==> config.mk <==
export PLATFORM = sky130hd
export DESIGN_NAME = yj_quad_encoder_decoder_flat
export DESIGN_NICKNAME = d
export VERILOG_FILES = /design/src/rtl/yj_basic_pkg.sv /design/src/rtl/yj_quad_encoder_decoder_if.sv /design/src/rtl/yj_basic_glitch_filter.sv /design/src/rtl/yj_quad_encoder_decoder.sv /design/src/flat_wrapper.sv
export SDC_FILE = /design/constraint.sdc
export NUM_CORES = 1
export LEC_CHECK = 0
export ABC_AREA = 1
export CAP_MARGIN = 20
export CELL_PAD_IN_SITES_DETAIL_PLACEMENT = 1
export CELL_PAD_IN_SITES_GLOBAL_PLACEMENT = 1
export CORE_AREA = 2 2 142 103
export CTS_BUF_LIST = sky130_fd_sc_hd__clkbuf_16
export CTS_CLUSTER_DIAMETER = 80
export DETAILED_ROUTE_END_ITERATION = 10
export DIE_AREA = 0 0 144 105
export PLACE_DENSITY = 0.84
export SLEW_MARGIN = 15
export SYNTH_ARGS = -nofsm -noshare
export SYNTH_HDL_FRONTEND = slang
export SYNTH_SLANG_ARGS = --single-unit
==> constraint.sdc <==
create_clock -name CLK -period 4.5 [get_ports CLK]
set_input_delay 0.45 -clock CLK [delete_from_list [all_inputs] [get_ports CLK]]
set_output_delay 0.45 -clock CLK [all_outputs]
set_load 0.02 [all_outputs]
==> src/rtl/yj_basic_pkg.sv <==
// Shared constants for the quadrature encoder path.
// Gray states are {A, B} levels. Step codes classify one filtered transition.
// The FSM codes cover level acquisition (INIT) and normal counting (RUN).
package yj_basic_pkg;

  typedef logic [1:0] gray_t;
  typedef logic [1:0] step_t;

  localparam gray_t ST00 = 2'b00;
  localparam gray_t ST01 = 2'b01;
  localparam gray_t ST11 = 2'b11;
  localparam gray_t ST10 = 2'b10;

  localparam step_t STEP_NONE = 2'd0;
  localparam step_t STEP_FWD  = 2'd1;
  localparam step_t STEP_REV  = 2'd2;
  localparam step_t STEP_ILL  = 2'd3;

  localparam logic INIT = 1'b0;
  localparam logic RUN  = 1'b1;

  // Successor of a Gray state along the forward sequence 00 -> 01 -> 11 -> 10 -> 00.
  function automatic gray_t gray_fwd(input gray_t cur);
    case (cur)
      ST00:    return ST01;
      ST01:    return ST11;
      ST11:    return ST10;
      default: return ST00;
    endcase
  endfunction

  // Classify the move from prev to next; a two-bit change cannot be resolved.
  function automatic step_t decode_step(input gray_t prev, input gray_t next);
    if (prev == next) begin
      return STEP_NONE;
    end else if ((prev ^ next) == 2'b11) begin
      return STEP_ILL;
    end else if (next == gray_fwd(prev)) begin
      return STEP_FWD;
    end else begin
      return STEP_REV;
    end
  endfunction

endpackage

==> src/rtl/yj_quad_encoder_decoder_if.sv <==
// Bundle between the synchronized encoder pins / control bits and the decoder.
// master: drives channels and control (pins, config, CPU strobes), reads results.
// slave:  the decoder itself.
//   enc_a, enc_b   encoder channels, synchronous to CLK
//   dir_inv        static sign inversion of the count
//   clr            synchronous clear of cnt
//   err_clr        clears the sticky err flag
//   latch_req      captures cnt into latch_val
//   cnt            current signed position
//   latch_val      snapshot of cnt
//   step_pulse     one-cycle pulse per accepted step
//   dir            direction of the last valid step (1 = forward)
//   err            sticky illegal-transition flag
//   ready          initial channel levels acquired
interface yj_quad_encoder_decoder_if #(
  parameter int unsigned CW = 32
);

  logic          enc_a;
  logic          enc_b;
  logic          dir_inv;
  logic          clr;
  logic          err_clr;
  logic          latch_req;
  logic [CW-1:0] cnt;
  logic [CW-1:0] latch_val;
  logic          step_pulse;
  logic          dir;
  logic          err;
  logic          ready;

  modport master (
    output enc_a, enc_b, dir_inv, clr, err_clr, latch_req,
    input  cnt, latch_val, step_pulse, dir, err, ready
  );

  modport slave (
    input  enc_a, enc_b, dir_inv, clr, err_clr, latch_req,
    output cnt, latch_val, step_pulse, dir, err, ready
  );

endinterface

==> src/rtl/yj_basic_glitch_filter.sv <==
// Per-channel glitch filter. A new level is accepted only after FILT
// consecutive samples that differ from the current accepted level.
//   CLK, RSTn  clock and asynchronous active-low reset
//   din        raw channel sample
//   dout       accepted level as it will be registered on this edge
//   stable     din has matched the accepted level for FILT consecutive cycles
module yj_basic_glitch_filter #(
  parameter int unsigned FILT = 4
) (
  input  logic CLK,
  input  logic RSTn,
  input  logic din,
  output logic dout,
  output logic stable
);

  localparam int unsigned   FW       = $clog2(FILT + 1);
  localparam logic [FW-1:0] FiltLast = FW'(FILT - 1);
  localparam logic [FW-1:0] FiltFull = FW'(FILT);

  logic          flt_q, flt_d;
  logic          first_q;
  logic [FW-1:0] fcnt_q, fcnt_d;
  logic [FW-1:0] scnt_q, scnt_d;

  always_comb begin
    flt_d  = flt_q;
    fcnt_d = fcnt_q;
    scnt_d = scnt_q;
    if (first_q) begin
      // First sample after reset is taken as the accepted level outright.
      flt_d  = din;
      fcnt_d = '0;
      scnt_d = FW'(1);
    end else if (din == flt_q) begin
      fcnt_d = '0;
      if (scnt_q != FiltFull) begin
        scnt_d = scnt_q + FW'(1);
      end
    end else begin
      scnt_d = '0;
      if (fcnt_q == FiltLast) begin
        flt_d  = din;
        fcnt_d = '0;
      end else begin
        fcnt_d = fcnt_q + FW'(1);
      end
    end
  end

  always_ff @(posedge CLK or negedge RSTn) begin
    if (!RSTn) begin
      flt_q   <= 1'b0;
      first_q <= 1'b1;
      fcnt_q  <= '0;
      scnt_q  <= '0;
    end else begin
      flt_q   <= flt_d;
      first_q <= 1'b0;
      fcnt_q  <= fcnt_d;
      scnt_q  <= scnt_d;
    end
  end

  // Exposing the next level lets the decoder count on the same edge the level is accepted.
  assign dout   = flt_d;
  assign stable = (scnt_q == FiltFull);

endmodule

==> src/rtl/yj_quad_encoder_decoder.sv <==
// Quadrature decoder: filters both channels, decodes Gray transitions at 4x
// resolution and maintains a signed, wrapping position count.
//   CLK, RSTn  clock and asynchronous active-low reset
//   bus        slave side of yj_quad_encoder_decoder_if (channels, control, results)
module yj_quad_encoder_decoder
  import yj_basic_pkg::*;
#(
  parameter int unsigned CW   = 32,
  parameter int unsigned FILT = 4
) (
  input logic                       CLK,
  input logic                       RSTn,
  yj_quad_encoder_decoder_if.slave  bus
);

  logic flt_a, flt_b;
  logic stable_a, stable_b;

  yj_basic_glitch_filter #(
    .FILT (FILT)
  ) u_filt_a (
    .CLK    (CLK),
    .RSTn   (RSTn),
    .din    (bus.enc_a),
    .dout   (flt_a),
    .stable (stable_a)
  );

  yj_basic_glitch_filter #(
    .FILT (FILT)
  ) u_filt_b (
    .CLK    (CLK),
    .RSTn   (RSTn),
    .din    (bus.enc_b),
    .dout   (flt_b),
    .stable (stable_b)
  );

  logic          state_q, state_d;
  gray_t         ab_q, ab_d;
  logic [CW-1:0] cnt_q, cnt_d;
  logic [CW-1:0] latch_q, latch_d;
  logic          pulse_q, pulse_d;
  logic          dir_q, dir_d;
  logic          err_q, err_d;
  step_t         step;

  // ab_q mirrors the registered filter levels, so this is previous vs next level pair.
  assign step = decode_step(ab_q, {flt_a, flt_b});

  always_comb begin
    state_d = state_q;
    ab_d    = {flt_a, flt_b};
    cnt_d   = cnt_q;
    latch_d = latch_q;
    pulse_d = 1'b0;
    dir_d   = dir_q;
    err_d   = err_q;

    if (state_q == INIT && stable_a && stable_b) begin
      state_d = RUN;
    end

    if (bus.err_clr) begin
      err_d = 1'b0;
    end

    if (state_q == RUN) begin
      unique case (step)
        STEP_FWD, STEP_REV: begin
          pulse_d = 1'b1;
          dir_d   = (step == STEP_FWD);
          // dir reports the Gray direction; only the count sign follows dir_inv.
          if ((step == STEP_FWD) ^ bus.dir_inv) begin
            cnt_d = cnt_q + CW'(1);
          end else begin
            cnt_d = cnt_q - CW'(1);
          end
        end
        STEP_ILL: begin
          err_d = 1'b1;
        end
        default: begin
        end
      endcase
    end

    if (bus.clr) begin
      cnt_d = '0;
    end

    // Snapshot always takes the value registered this cycle, before step or clear.
    if (bus.latch_req) begin
      latch_d = cnt_q;
    end
  end

  always_ff @(posedge CLK or negedge RSTn) begin
    if (!RSTn) begin
      state_q <= INIT;
      ab_q    <= ST00;
      cnt_q   <= '0;
      latch_q <= '0;
      pulse_q <= 1'b0;
      dir_q   <= 1'b0;
      err_q   <= 1'b0;
    end else begin
      state_q <= state_d;
      ab_q    <= ab_d;
      cnt_q   <= cnt_d;
      latch_q <= latch_d;
      pulse_q <= pulse_d;
      dir_q   <= dir_d;
      err_q   <= err_d;
    end
  end

  assign bus.cnt        = cnt_q;
  assign bus.latch_val  = latch_q;
  assign bus.step_pulse = pulse_q;
  assign bus.dir        = dir_q;
  assign bus.err        = err_q;
  assign bus.ready      = (state_q == RUN);

endmodule

==> src/flat_wrapper.sv <==
// flat-port wrapper written by rule: the top's interface ports become plain ports
module yj_quad_encoder_decoder_flat import yj_basic_pkg::*;
#(
  parameter int unsigned CW   = 32,
  parameter int unsigned FILT = 4
)
  (CLK, RSTn, bus_enc_a, bus_enc_b, bus_dir_inv, bus_clr, bus_err_clr, bus_latch_req, bus_cnt, bus_latch_val, bus_step_pulse, bus_dir, bus_err, bus_ready);
  yj_quad_encoder_decoder_if #(.CW(CW)) bus_i ();
  input logic CLK;
  input logic RSTn;
  input wire logic [$bits(bus_i.enc_a)-1:0] bus_enc_a;
  input wire logic [$bits(bus_i.enc_b)-1:0] bus_enc_b;
  input wire logic [$bits(bus_i.dir_inv)-1:0] bus_dir_inv;
  input wire logic [$bits(bus_i.clr)-1:0] bus_clr;
  input wire logic [$bits(bus_i.err_clr)-1:0] bus_err_clr;
  input wire logic [$bits(bus_i.latch_req)-1:0] bus_latch_req;
  output wire logic [$bits(bus_i.cnt)-1:0] bus_cnt;
  output wire logic [$bits(bus_i.latch_val)-1:0] bus_latch_val;
  output wire logic [$bits(bus_i.step_pulse)-1:0] bus_step_pulse;
  output wire logic [$bits(bus_i.dir)-1:0] bus_dir;
  output wire logic [$bits(bus_i.err)-1:0] bus_err;
  output wire logic [$bits(bus_i.ready)-1:0] bus_ready;
  assign bus_i.enc_a = bus_enc_a;
  assign bus_i.enc_b = bus_enc_b;
  assign bus_i.dir_inv = bus_dir_inv;
  assign bus_i.clr = bus_clr;
  assign bus_i.err_clr = bus_err_clr;
  assign bus_i.latch_req = bus_latch_req;
  assign bus_cnt = bus_i.cnt;
  assign bus_latch_val = bus_i.latch_val;
  assign bus_step_pulse = bus_i.step_pulse;
  assign bus_dir = bus_i.dir;
  assign bus_err = bus_i.err;
  assign bus_ready = bus_i.ready;
  yj_quad_encoder_decoder #(.CW(CW), .FILT(FILT)) u_core (.CLK(CLK), .RSTn(RSTn), .bus(bus_i));
endmodule
==> results by group <==
STA
  • Share of the clock period used by the worst path after layout: 0.859
  • Fin worst setup slack: around 640 ps
  • Final-report max-slew violation count: 0
  • Final setup vio count: 0
  • Setup TNS after final layout: 0 ps
  • Minimum clock period after layout: ~3900 ps
  • RSZ-0062 raised after global routing: false
  • Worst max-slew margin expressed relative to the limit: 0.468
  • Fin. Hold Viols: 0
  • Worst Tran Pin Value: ~800 ps
  • Fmax: roughly 0.26 GHz
  • Setup Skew: around 8.7 ps

Die
  • Core ar.: between 0.01 and 0.015 mm2
  • Top-Level Pins: 76
  • Die Y: around 110 um
  • FP Rows: 36
  • Horizontal die dimension: approximately 140 um
  • Die outline area: around 0.015 mm2
  • Initial Util: 0.395

Critical path
  • Slowest CP cell: sky130_fd_sc_hd__dfstp_2
  • Cell depth of the worst flop-to-flop path: 24
  • Element type at the critical path start: register
  • Crit path DAT: 4110 ps
  • Worst-path cell chain: inv_4 > nand2_2 > nand2_2 > nor2_1 > inv_1 > ha_1 > nor2_1 > nand2_2 > inv_2 > nand3_1 > nand2_2 > buf_4 > nand2_1 > nand2_1 > and2_1 > nand3_1 > nand2_1 > nand2_1 > nand2_1 > nand2_1 > nand2_1 > nand2_1 > nand3_1 > nand2_1
  • Register-to-Register Setup Slack: around 640 ps
  • Crit. path cell count: 24
  • RR Startpoint: u_core.u_filt_a.first_q
  • Dominant delay contributor by cell family on the critical path: simple AND/OR/NAND/NOR gates
  • Longest individual stage delay on the worst path: just over 600 ps
  • Worst reg2reg endpoint: u_core.bus.cnt[30]
  • Required arrival time at the worst endpoint: around 4800 ps
  • Critical Setup Path Class: register to register
  • Crit path launch: u_core.u_filt_a.first_q
  • Buffers & Inverters on Critical Path: 4
  • Crit path capture: u_core.bus.cnt[30]
  • Critical Path End Type: register
  • Max Fanout on Critical Path: 17
  • Worst path most repeated cell: sky130_fd_sc_hd__nand2_1

Placed design
  • Post-Place Setup Slack: 372 ps
  • Sum of net half-perimeters after detailed placement: 14300 um
  • I/O Buffers: 75
  • Routability Congestion: about 0.95

Clock tree
  • CTS Root Buffer Type: sky130_fd_sc_hd__clkbuf_16
  • Clock Sink Count: 83
  • Count of hold-fix buffers inserted at cts: 0
  • H-Tree Depth: 3
  • Post-cts repair resize count: 0
  • Longest Clk Path Bufs: 2
  • Total CTS buffers: 9
  • Clock Latency Late Sink: about 360 ps
  • Clock-pin slew of the registers on the worst-case setup and hold paths: 70 ps
  • Count of buffers added by post-CTS timing repair for setup: 0
  • Clock tree from TritonCTS: yes

Logic synthesis
  • Number of nets produced by synthesis: between 700 and 800
  • FF+latch count, synth: 83
  • Most used standard cells in the synthesized netlist: sky130_fd_sc_hd__nand2_1 (219), sky130_fd_sc_hd__inv_1 (90), sky130_fd_sc_hd__dfrtp_1 (82)
  • Number of flops mapped to enable cells by yosys: 0
  • Cell accounting for the most synthesized area: sky130_fd_sc_hd__dfrtp_1
  • Main area contributors after synthesis: sky130_fd_sc_hd__dfrtp_1 (38%), sky130_fd_sc_hd__nand2_1 (15%), sky130_fd_sc_hd__inv_1 (6.3%), sky130_fd_sc_hd__nor2_1 (5.5%), sky130_fd_sc_hd__nand3_1 (5.5%)
  • Most frequently used flop master after synthesis: sky130_fd_sc_hd__dfrtp_1
  • Async set or reset register ratio after synthesis: 1.00
  • Warning count from the yosys run: 0
  • Mean instance size in the synthesized netlist: 7.00 um2
  • Top-area cell type share of the netlist area: 0.381
  • Part of the Yosys area used for sequential elements: 0.386
  • Post-synth design cell area: 0.00539 mm2
  • Cell variety after synth: 40
  • Mapped Cells: 770
  • Most common cell in the synthesized netlist: sky130_fd_sc_hd__nand2_1

Layout
  • Filler Cells Inserted: around 1.7k
  • Number of antenna cells inserted: 0
  • Area of the multi-input gates: 0.00280 mm2
  • Number of nets in the final layout: 865
  • Share of final-layout standard cells stronger than drive strength 1: 0.102
  • Area growth from synthesis to layout: 23.1%
  • Area of all sequential standard cells: approximately 0.0021 mm2

Pwr
  • Leakage power summed over all cells: between 3 and 4 nW
  • Power density over the cells: between 300 and 400 mW/mm2
  • Peak VDD IR: 0.181 mV

Drt
  • Total Wirelength: between 15000 and 20000 um
  • Via Count: 5580
  • Residual DRC count: 0
  • Wire length per cell: roughly 18 um
  • Pre-antenna DRT Iters: 5
  • Starting DRT DRC Count: between 300 and 400
  • Number of antenna-violating nets in the routed design: 0
  • Average vias per placed instance: roughly 5.4

GRT
  • Aggregate global routing overflow: 0
  • Via count of the first global-routing pass: between 5k and 6k
  • Global-route wire length before repair: 30800 um
  • Pin count of the biggest net entering global routing: between 80 and 90
  • Global Route Usage Sum: 0.266
  • Initial antenna violation count: 0

Job
  • Max cap viols: 0

Outcome
  • Run status: finished clean

Worst hold path
  • Worst min-delay path class: primary input to asynchronous set/reset pin
==> through the flow <==
stage | util | std cells | hold slack (ps) | power [W] | cell area [um2]
floorplan | - | 770 | 154 | 0.00138 | 5390
global placement | 0.465 | 1025 | 416 | 0.00165 | 6340
detailed placement | 0.465 | 1025 | 425 | 0.00168 | 6340
CTS | 0.486 | 1041 | 349 | 0.00244 | 6630
global route | 0.486 | 1041 | 219 | 0.00257 | 6640
finish | 0.486 | 1041 | 168 | 0.00243 | 6640
==> where the power goes <==
part           switching, W  internal [W]  leakage, nW
clock              0.000358      0.000390        0.138
sequential        0.0000752      0.000808         1.09
combinational      0.000526      0.000274         2.01
total              0.000959       0.00147         3.24
==> sequential cells by signal, indices dropped and copies added, names as in the netlist <==
signal and flops:
u_core.bus.cnt 32, u_core.bus.latch_val 32, u_core.u_filt_a.fcnt_q 3, u_core.u_filt_a.scnt_q 3, u_core.u_filt_b.fcnt_q 3, u_core.u_filt_b.scnt_q 3, u_core.ab_q 2, u_core.bus.dir 1
u_core.bus.err 1, u_core.bus.ready 1, u_core.bus.step_pulse 1, u_core.u_filt_a.first_q 1
==> routing by layer <==
layer / part of all wire / track usage
met1: 0.49 / 0.388
met2: 0.43 / 0.397
met3: 0.063 / 0.0577
met4: 0.016 / 0.0749
met5: 0 / 0
==> cell usage in the layout (no fill, tap or decap), types with 5 or more instances in the layout <==
cell,count
sky130_fd_sc_hd__buf_4,10
sky130_fd_sc_hd__o41ai_1,24
sky130_fd_sc_hd__nand2_1,219
sky130_fd_sc_hd__nor2_1,79
sky130_fd_sc_hd__clkbuf_16,9
sky130_fd_sc_hd__and2_1,7
sky130_fd_sc_hd__nand2_2,25
sky130_fd_sc_hd__inv_2,10
sky130_fd_sc_hd__o21ai_1,8
sky130_fd_sc_hd__inv_1,90
sky130_fd_sc_hd__a21oi_1,48
sky130_fd_sc_hd__nand4_1,5
sky130_fd_sc_hd__o21ai_0,39
sky130_fd_sc_hd__nor2_2,9
sky130_fd_sc_hd__dfrtp_1,82
sky130_fd_sc_hd__nand3_1,59
sky130_fd_sc_hd__clkdlybuf4s50_1,73
sky130_fd_sc_hd__ha_1,11
==> area by class of cell <==
class,count,share of cell area
Multi-Input combinational cell,565,0.423
Sequential cell,83,0.313
Clock buffer,9,0.0339
Inverter,101,0.0575
Tap cell,190,0.0358
Clock inverter,7,0.00999
Timing Repair Buffer,86,0.127
==> cells by family after synthesis <==
group           after synthesis  synth area share
simple gates                414             0.333
compound gates              130             0.143
buf+inv                     122            0.0940
flops                        83             0.386
fa+ha+maj                    11            0.0255
xor+xnor                      6            0.0111
mux                           3           0.00627
other cells                   1          0.000696
==> worst min-delay path by stage <==
stage / startpoint / endpoint / slack [ps] / cells after the start
6_report: RSTn / u_core.bus.cnt[4] / 170 / 1
3_5_place_dp: u_core.u_filt_a.fcnt_q[0] / u_core.u_filt_a.fcnt_q[0] / 420 / 1
5_1_grt: RSTn / u_core.bus.latch_val[4] / 220 / 1
4_1_cts: RSTn / u_core.bus.latch_val[4] / 350 / 1
3_3_place_gp: u_core.u_filt_b.fcnt_q[0] / u_core.u_filt_b.fcnt_q[0] / 420 / 1
2_1_floorplan: RSTn / u_core.ab_q[0] / 150 / 0
==> worst reg2reg max path, cell delays in order (launching register included) <==
cell and delay (ps):
sky130_fd_sc_hd__dfstp_2 610, sky130_fd_sc_hd__inv_4 100, sky130_fd_sc_hd__nand2_2 100, sky130_fd_sc_hd__nand2_2 80, sky130_fd_sc_hd__nor2_1 180, sky130_fd_sc_hd__inv_1 70
sky130_fd_sc_hd__ha_1 200, sky130_fd_sc_hd__nor2_1 110, sky130_fd_sc_hd__nand2_2 80, sky130_fd_sc_hd__inv_2 70, sky130_fd_sc_hd__nand3_1 110, sky130_fd_sc_hd__nand2_2 360
sky130_fd_sc_hd__buf_4 290, sky130_fd_sc_hd__nand2_1 70, sky130_fd_sc_hd__nand2_1 120, sky130_fd_sc_hd__and2_1 230, sky130_fd_sc_hd__nand3_1 110, sky130_fd_sc_hd__nand2_1 180
sky130_fd_sc_hd__nand2_1 90, sky130_fd_sc_hd__nand2_1 250, sky130_fd_sc_hd__nand2_1 120, sky130_fd_sc_hd__nand2_1 90, sky130_fd_sc_hd__nand2_1 50, sky130_fd_sc_hd__nand3_1 60
sky130_fd_sc_hd__nand2_1 50
Note: power is estimated with default switching activity, not from simulation.
